$ cat src/rtl/mem_arb_pkg.sv
// Shared types and helpers for the memory-request arbiter: FSM state encoding,
// default sizing constants and a lowest-set-bit finder used by the picker.
package mem_arb_pkg;

  typedef enum logic [1:0] {
    IDLE    = 2'd0,
    GRANTED = 2'd1,
    BUSY    = 2'd2
  } arb_state_e;

  localparam int DEF_REQUESTERS = 2;
  localparam int DEF_MAX_WAIT   = 8;

  // Widest request vector the helper can scan; arb_pick zero-extends into it.
  localparam int MAX_VEC = 32;

  function automatic int lowest_set_idx(input logic [MAX_VEC-1:0] vec);
    int idx;
    idx = 0;
    for (int i = MAX_VEC - 1; i >= 0; i--) begin
      if (vec[i]) idx = i;
    end
    return idx;
  endfunction

endpackage

$ cat src/rtl/arb_pick.sv
// Combinational priority encoder: lowest-index bit set in (valid & mask).
// The top uses one instance for the urgent pass and one for the normal pass.
module arb_pick
  import mem_arb_pkg::*;
#(
  parameter int N = 2,
  parameter int W = $clog2(N)
) (
  input  logic [N-1:0] valid_i,
  input  logic [N-1:0] mask_i,
  output logic [W-1:0] idx_o,
  output logic         any_o
);

  logic [N-1:0]       cand;
  logic [MAX_VEC-1:0] cand_ext;

  // NOTE: every combinational output gets a default first so no path leaves it unassigned (no latch).
  always_comb begin
    cand             = valid_i & mask_i;
    cand_ext         = '0;
    cand_ext[N-1:0]  = cand;
    any_o            = |cand;
    idx_o            = W'(lowest_set_idx(cand_ext));
  end

endmodule

$ cat src/rtl/mem_req_arbiter.sv
// Fixed-priority request arbiter with starvation promotion; holds the grant
// and select index from acceptance until the downstream signals completion.
module mem_req_arbiter
  import mem_arb_pkg::*;
#(
  parameter  int REQUESTERS = DEF_REQUESTERS,
  parameter  int MAX_WAIT   = DEF_MAX_WAIT,
  localparam int SEL_WIDTH  = $clog2(REQUESTERS)
) (
  input  logic                  clk_in,
  input  logic                  rst_in,
  input  logic [REQUESTERS-1:0] req_valid_in,
  output logic [REQUESTERS-1:0] req_ready_out,
  output logic [SEL_WIDTH-1:0]  select_out,
  output logic                  grant_valid_out,
  input  logic                  down_ready_in,
  input  logic                  txn_done_in,
  output logic                  busy_out
);

  localparam int                CNT_W   = $clog2(MAX_WAIT + 1);
  localparam logic [CNT_W-1:0]  CNT_MAX = CNT_W'(MAX_WAIT);

  arb_state_e             state_q, state_d;
  logic [SEL_WIDTH-1:0]   sel_q, sel_d;
  logic [CNT_W-1:0]       cnt_q [REQUESTERS];
  logic [CNT_W-1:0]       cnt_d [REQUESTERS];

  logic [REQUESTERS-1:0]  urgent;
  logic [REQUESTERS-1:0]  all_ones;
  logic [SEL_WIDTH-1:0]   urg_idx, norm_idx, winner;
  logic                   urg_any, norm_any;

  assign all_ones = '1;

  always_comb begin
    urgent = '0;
    for (int i = 0; i < REQUESTERS; i++) begin
      urgent[i] = (cnt_q[i] == CNT_MAX);
    end
  end

  arb_pick #(.N(REQUESTERS), .W(SEL_WIDTH)) u_pick_urgent (
    .valid_i (req_valid_in),
    .mask_i  (urgent),
    .idx_o   (urg_idx),
    .any_o   (urg_any)
  );

  arb_pick #(.N(REQUESTERS), .W(SEL_WIDTH)) u_pick_normal (
    .valid_i (req_valid_in),
    .mask_i  (all_ones),
    .idx_o   (norm_idx),
    .any_o   (norm_any)
  );

  assign winner = urg_any ? urg_idx : norm_idx;

  always_comb begin
    state_d = state_q;
    sel_d   = sel_q;
    cnt_d   = cnt_q;
    unique case (state_q)
      IDLE: begin
        if (norm_any) begin
          sel_d   = winner;
          state_d = GRANTED;
          // Counters move only here: winner resets, losers age, idle ones clear.
          for (int i = 0; i < REQUESTERS; i++) begin
            if (i == int'(winner))      cnt_d[i] = '0;
            else if (req_valid_in[i])   cnt_d[i] = (cnt_q[i] == CNT_MAX) ? CNT_MAX
                                                                         : cnt_q[i] + CNT_W'(1);
            else                        cnt_d[i] = '0;
          end
        end
      end
      GRANTED: begin
        if (!req_valid_in[sel_q])  state_d = IDLE;
        else if (down_ready_in)    state_d = BUSY;
      end
      BUSY: begin
        if (txn_done_in) state_d = IDLE;
      end
      default: state_d = IDLE;
    endcase
  end

  // NOTE: state registers use non-blocking assignments so every flop samples pre-edge values.
  always_ff @(posedge clk_in) begin
    if (rst_in) begin
      state_q <= IDLE;
      sel_q   <= '0;
      // NOTE: the counter array is a handful of flops, not RAM, so it is reset like any register.
      for (int i = 0; i < REQUESTERS; i++) cnt_q[i] <= '0;
    end else begin
      state_q <= state_d;
      sel_q   <= sel_d;
      cnt_q   <= cnt_d;
    end
  end

  assign grant_valid_out = (state_q == GRANTED);
  assign busy_out        = (state_q == BUSY);
  assign select_out      = sel_q;

  // Only combinational output: ready follows downstream for the granted slot.
  always_comb begin
    req_ready_out = '0;
    if (state_q == GRANTED) req_ready_out[sel_q] = down_ready_in;
  end

endmodule

$ cat config.mk
export PLATFORM = sky130hd
export DESIGN_NAME = mem_req_arbiter
export DESIGN_NICKNAME = d
export VERILOG_FILES = /design/src/rtl/mem_arb_pkg.sv /design/src/rtl/arb_pick.sv /design/src/rtl/mem_req_arbiter.sv
export SDC_FILE = /design/constraint.sdc
export NUM_CORES = 1
export LEC_CHECK = 0
export ABC_AREA = 0
export ABC_CLOCK_PERIOD_IN_PS = 2000
export CAP_MARGIN = 30
export CORE_AREA = 2 2 42 44
export CTS_BUF_LIST = sky130_fd_sc_hd__clkbuf_4 sky130_fd_sc_hd__clkbuf_8
export CTS_CLUSTER_SIZE = 8
export DETAILED_ROUTE_END_ITERATION = 10
export DIE_AREA = 0 0 44 46
export PLACE_DENSITY_LB_ADDON = 0.25
export SETUP_SLACK_MARGIN = 0.05
export SLEW_MARGIN = 20
export SYNTH_ARGS = -nofsm -noshare
export SYNTH_HDL_FRONTEND = slang
export SYNTH_SLANG_ARGS = --single-unit
$ cat constraint.sdc
create_clock -name clk_in -period 2 [get_ports clk_in]
set_input_delay 0.4 -clock clk_in [delete_from_list [all_inputs] [get_ports clk_in]]
set_output_delay 0.4 -clock clk_in [all_outputs]
set_load 0.02 [all_outputs]
Yosys cells after proc, flatten, opt, wreduce, memory -nomap -nowiden --
Index checks and enable logic that the tools add are counted. Widths: inputs -> output; s select.
Operators by class: add/subtract/negate cells 2, magnitude comparators 2, eq/ne operators 7, muxes and demuxes 21, bitwise gates (word level) 2, reduce and logical (&&, ||, !) cells 6
Operators with widths (number):
- $mux 4 | 6
- $mux 2 | 5
- $add 4x1->4 const B | 2
- $eq 4x4->1 const B | 2
- $mux 1 | 8
- $pmux 2 s3 | 1
- $and 2x2->2 | 2
- $ne 2x2->1 const B | 2
- $reduce_or 2->1 | 2
- $ne 3x3->1 const B | 1
- $reduce_and 3->1 | 1
- $eq 2x1->1 const B | 1
- $eq 2x2->1 const B | 1
- $logic_not 2->1 | 1
- $lt 1x2->1 const B | 1
- $reduce_and 2->1 | 1
- $demux 1 s1 | 1
- $ge 1x1->1 const B | 1
- $logic_and 1x1->1 | 1
Word-level totals: bits in registers 11, bits of input ports 6, output and inout port bits 5

Depth between registers and ports, before layout --
word-level depth 6, depth in mapped cells 6

Hierarchy --
A second synthesis with hierarchy kept.
Unflattened totals: cell total of the unflattened synthesis 91, area, all modules 742.0 um^2
Modules (own cells, without submodules):
- mem_req_arbiter | instances 1, cells each 83, area an instance 701.9 um^2, seq. area each 220.2 um^2
- arb_pick | instances 2, cells each 4, area an instance 20.0 um^2, seq. area each 0.0 um^2

Worst setup path after synthesis --
No wires, ideal clock.
kind register -> register, start point reg cnt_q[0] (netlist bit), end point reg cnt_q[2] (netlist bit), library setup time 70 ps, arrival time 1419 ps, required time 1930 ps, setup slack 510 ps, stages on the path, launching flop included 6, buffers on the path 0, cell sequence dfxtp_1 > inv_1 > ha_1 > and3b_1 > or4_1 > a21oi_1
On the way: longest elaborated chain between the ends 6
RTL lines:
- start, declared | RTL line mem_req_arbiter.sv:26 | logic [CNT_W-1:0] cnt_q [REQUESTERS];
- start signal, assigned | RTL line mem_req_arbiter.sv:98 | cnt_q <= cnt_d;
- $eq 4x4->1 | RTL line mem_req_arbiter.sv:39, mem_req_arbiter.sv:71
- $and 2x2->2 | RTL line arb_pick.sv:20 | cand = valid_i & mask_i;
- $mux 1 (2 in series) | RTL line mem_arb_pkg.sv:21 | if (vec[i]) idx = i;
- $mux 1 | RTL line mem_req_arbiter.sv:57 | assign winner = urg_any ? urg_idx : norm_idx;
- $mux 4 * | RTL line mem_req_arbiter.sv:70 | if (i == int'(winner)) cnt_d[i] = '0;
Every way passes the cells marked *; elsewhere a longest branch is shown, timed or not. A chain may end at the register's enable or synchronous reset.

Final worst setup path --
start point reg state_q[1], end point out req_ready_out[1]
On the way: longest elaborated chain between the ends 2
RTL lines:
- start, declared | RTL line mem_req_arbiter.sv:24 | arb_state_e state_q, state_d;
- start signal, assigned | RTL line mem_req_arbiter.sv:96 | state_q <= state_d;
- $eq 2x1->1 | RTL line mem_req_arbiter.sv:109 | if (state_q == GRANTED) req_ready_out[sel_q] = down_ready_in;
- $mux 2 | RTL line mem_req_arbiter.sv:109
- end, declared | RTL line mem_req_arbiter.sv:13 | output logic [REQUESTERS-1:0] req_ready_out,
Every way passes these cells.

==> impl_results.md <==
* Critical Path Max Stage Delay at 0.41 ns
* GRT overflow at 0
* DRC viols at 0
* Critical path peak fanout at 4
* Fill count at 161
* Setup TNS at 0 ns
* Final setup violating endpoints at 0
* Max cap viols at 0
* Sum of buffers and inverters on the critical path at 1
* Worst min path class: register to register
* Gate Count Post-Synth at 77
* H-tree depth at 1
* Critical Path Start Type: register
* Most common cell in the synthesized netlist: dfxtp_1
* Num ports at 11
* Buffers added on ports at 10
* Final Hold Vio Count at 0
* Initial DRT Pass Iterations at 4
* Clk_skew at 0.00108 ns
* Postcts setup bufs at 0
* Met3 Usage GRT at 2.38%
* Register area at 220 µm²
* Commonest cells in the netlist: 11 x dfxtp_1, 9 x nand2_1, 7 x a21oi_1, 5 x inv_1, 5 x nor2_1
* Root buf cell: clkbuf_4
* Slew at the pin closest to its max-slew limit at 0.402 ns
* Largest area contributor in the netlist: dfxtp_1
* Die ar. at 2020 µm²
* Syn Area/Cell at 8.48 µm²
* Number of synthesized flops with an enable pin at 0
* Ys async rst share at 0%
* Register area share after synthesis at 33.7%
* Share of the synthesized area in the top cell type at 33.7%
* Die height at 46 µm
* Most common flop cell mapped by yosys: dfxtp_1
* WHS Path Cells at 1
* Hold wc startpoint: cnt_q[3]$_SDFFE_PP0P_
* Layout area overhead at 29.1%
* Via count at 626
* Routed WL per cell at 13.0 µm
* Min Tclk post-route at 1.82 ns
* GP Congestion at 0.747
* Detailed placement HPWL at 1.12 mm
* Status: finished clean
* GRT met1 Usage at 22.3%
* Ant. Diodes at 0
* Final number of max-transition violations at 0
* R2r worst-path depth at 5
* Top post-synthesis cells by area: dfxtp_1 34%, ha_1 7.7%, a21oi_1 5.4%
* Cell area after synthesis at 653 µm²
* Family with the most delay on the worst path: simple AND/OR/NAND/NOR gates
* Hold path endpoint: cnt_q[3]$_SDFFE_PP0P_
* Worst r2r src: cnt_q[0]$_SDFFE_PP0P_
* Antenna violations before repair at 0
* Final Cycle Share at 91.2%
* GRT met2 Usage at 26.8%
* Number of antenna-violating nets in the routed design at 0
* Core ar. at 1610 µm²
* Critical path type: register to output port
* Max_slew headroom at 73.1%
* Reg2reg end: cnt_q[2]$_SDFFE_PP0P_
* Worst path cell trace: and2b_1 -> and3_1 -> dlygate4sd2_1
* Maximum VDD drop at 328 µV
* Hold_buf cts at 0
* Row count at 15
* Mapped Nets at 87
* DRT Wirelength at 1.45 mm
* Lkg Pwr at 0.358 nW
* Total power at 0.495 mW
* Skew-Pair Late Insertion Delay at 0.28 ns
* PwrDens at 587 nW/µm²
* Nets at 106
* Drt initial violations at 13
* Synth unique cells at 33
* Initial core utilization at 40.5%
* Num CTS Buffers at 3
* Ys Warns at 0
* Register bit total from synthesis at 11
* RSZ-0062 raised after global routing: no
* GR peak layer: met2
* Vias in the first global route at 584
* Clock sink count at 11
* Share of layout cells above drive strength 1 at 14.7%
* GRT Overall Usage at 17.2%
* Slowest-stage cell, CP: dfxtp_1
* First-pass GRT wire length at 2.50 mm
* WP data required at 1.60 ns
* Largest net degree at the start of global routing at 12
* Die width at 44 µm
* Post-cts resize count at 2
* F_max at 548 MHz
* Worst reg-to-reg setup slack at 0.36 ns
* TritonCTS clock tree: built
* Vias/cell at 5.59
* Clock-pin slew on the worst setup and hold paths at 0.07 ns
* Max Root-Sink Buffers at 2
* Critical Path AT at 1.42 ns
* Area of the multi-input gates at 405 µm²
* Critical Path Sink Type: output port
## routing by layer
| layer | part of all wire [%] | vias to the layer above |
|---|---|---|
| li1 | - | 318 |
| met1 | 48 | 294 |
| met2 | 46 | 9 |
| met3 | 2.3 | 5 |
| met4 | 3.1 | 0 |
| met5 | 0 | - |
## how the worst max path moves through the flow
stage / start / endpoint / slack [ns] / depth (start not counted)
floorplan: cnt_q[0]$_SDFFE_PP0P_ / cnt_q[2]$_SDFFE_PP0P_ / 0.51 / 5
global placement: down_ready_in / req_ready_out[0] / -0.03 / 4
detailed placement: down_ready_in / req_ready_out[0] / -0.05 / 4
CTS: state_q[1]$_SDFFE_PP0P_ / busy_out / 0.06 / 2
global route: state_q[0]$_SDFFE_PP0P_ / req_ready_out[0] / 0.11 / 4
finish: state_q[1]$_SDFFE_PP0P_ / req_ready_out[1] / 0.18 / 3
## power by group
| group | switching [mW] | total, mW | internal [mW] |
|---|---|---|---|
| Sequential | 0.00829 | 0.233 | 0.224 |
| Combinational | 0.0462 | 0.0896 | 0.0433 |
| Clock | 0.0817 | 0.173 | 0.0911 |
## area by class of cell
| cell class | count | share of cell area [%] |
|---|---|---|
| Clock buffer | 4 | 3.56 |
| Inverter | 5 | 2.23 |
| Multi-Input combinational cell | 59 | 48.1 |
| Sequential cell | 11 | 26.1 |
| Tap cell | 17 | 2.52 |
| Timing Repair Buffer | 16 | 17.5 |
## sequential cells by signal, indices dropped and copies added, names as in the netlist
| register | flops |
|---|---|
| cnt_q | 8 |
| select_out | 1 |
| state_q | 2 |
## worst reg2reg max path, delay by kind of cell (launching register included)
kind | cells | cell delay, ns
AOI/OAI and AO/OA | 1 | 0.14
DFF | 1 | 0.43
and+or+nand+nor | 2 | 0.75
buffers and inverters | 1 | 0.07
adders and majority gates | 1 | 0.18
## cell families after synthesis
group / synth area share, %
AOI/OAI and AO/OA: 22.4
and+or+nand+nor: 30.5
muxes: 1.53
buffers and inverters: 4.21
adders and majority gates: 7.66
DFF: 33.7
## layout by cell type, fill, tap and decap left out, types with 2 or more instances in the layout
| cell | instances |
|---|---|
| clkbuf_4 | 4 |
| ha_1 | 4 |
| nand4_1 | 2 |
| a2bb2oi_1 | 2 |
| dlygate4sd2_1 | 2 |
| or4b_1 | 2 |
| dfxtp_1 | 11 |
| inv_1 | 5 |
| nor2_1 | 5 |
| dlymetal6s2s_1 | 2 |
| o21a_1 | 2 |
| nor2b_1 | 2 |
| nand2_1 | 9 |
| nand2b_1 | 2 |
| clkdlybuf4s50_1 | 6 |
| nand3_1 | 4 |
| buf_4 | 6 |
| a21oi_1 | 7 |
## stage by stage
step	instance area (µm²)	std cells	hold slack, ns	util [%]	setup slack [ns]
3_5_place_dp	811	108	0.473	50.2	-0.0455
5_1_grt	843	112	0.511	52.2	0.113
4_1_cts	838	112	0.485	51.9	0.0623
2_1_floorplan	653	77	0.443	-	0.510
6_report	843	112	0.485	52.2	0.176
3_3_place_gp	811	108	0.466	50.2	-0.0316
Note: power is estimated with default switching activity, not from simulation.
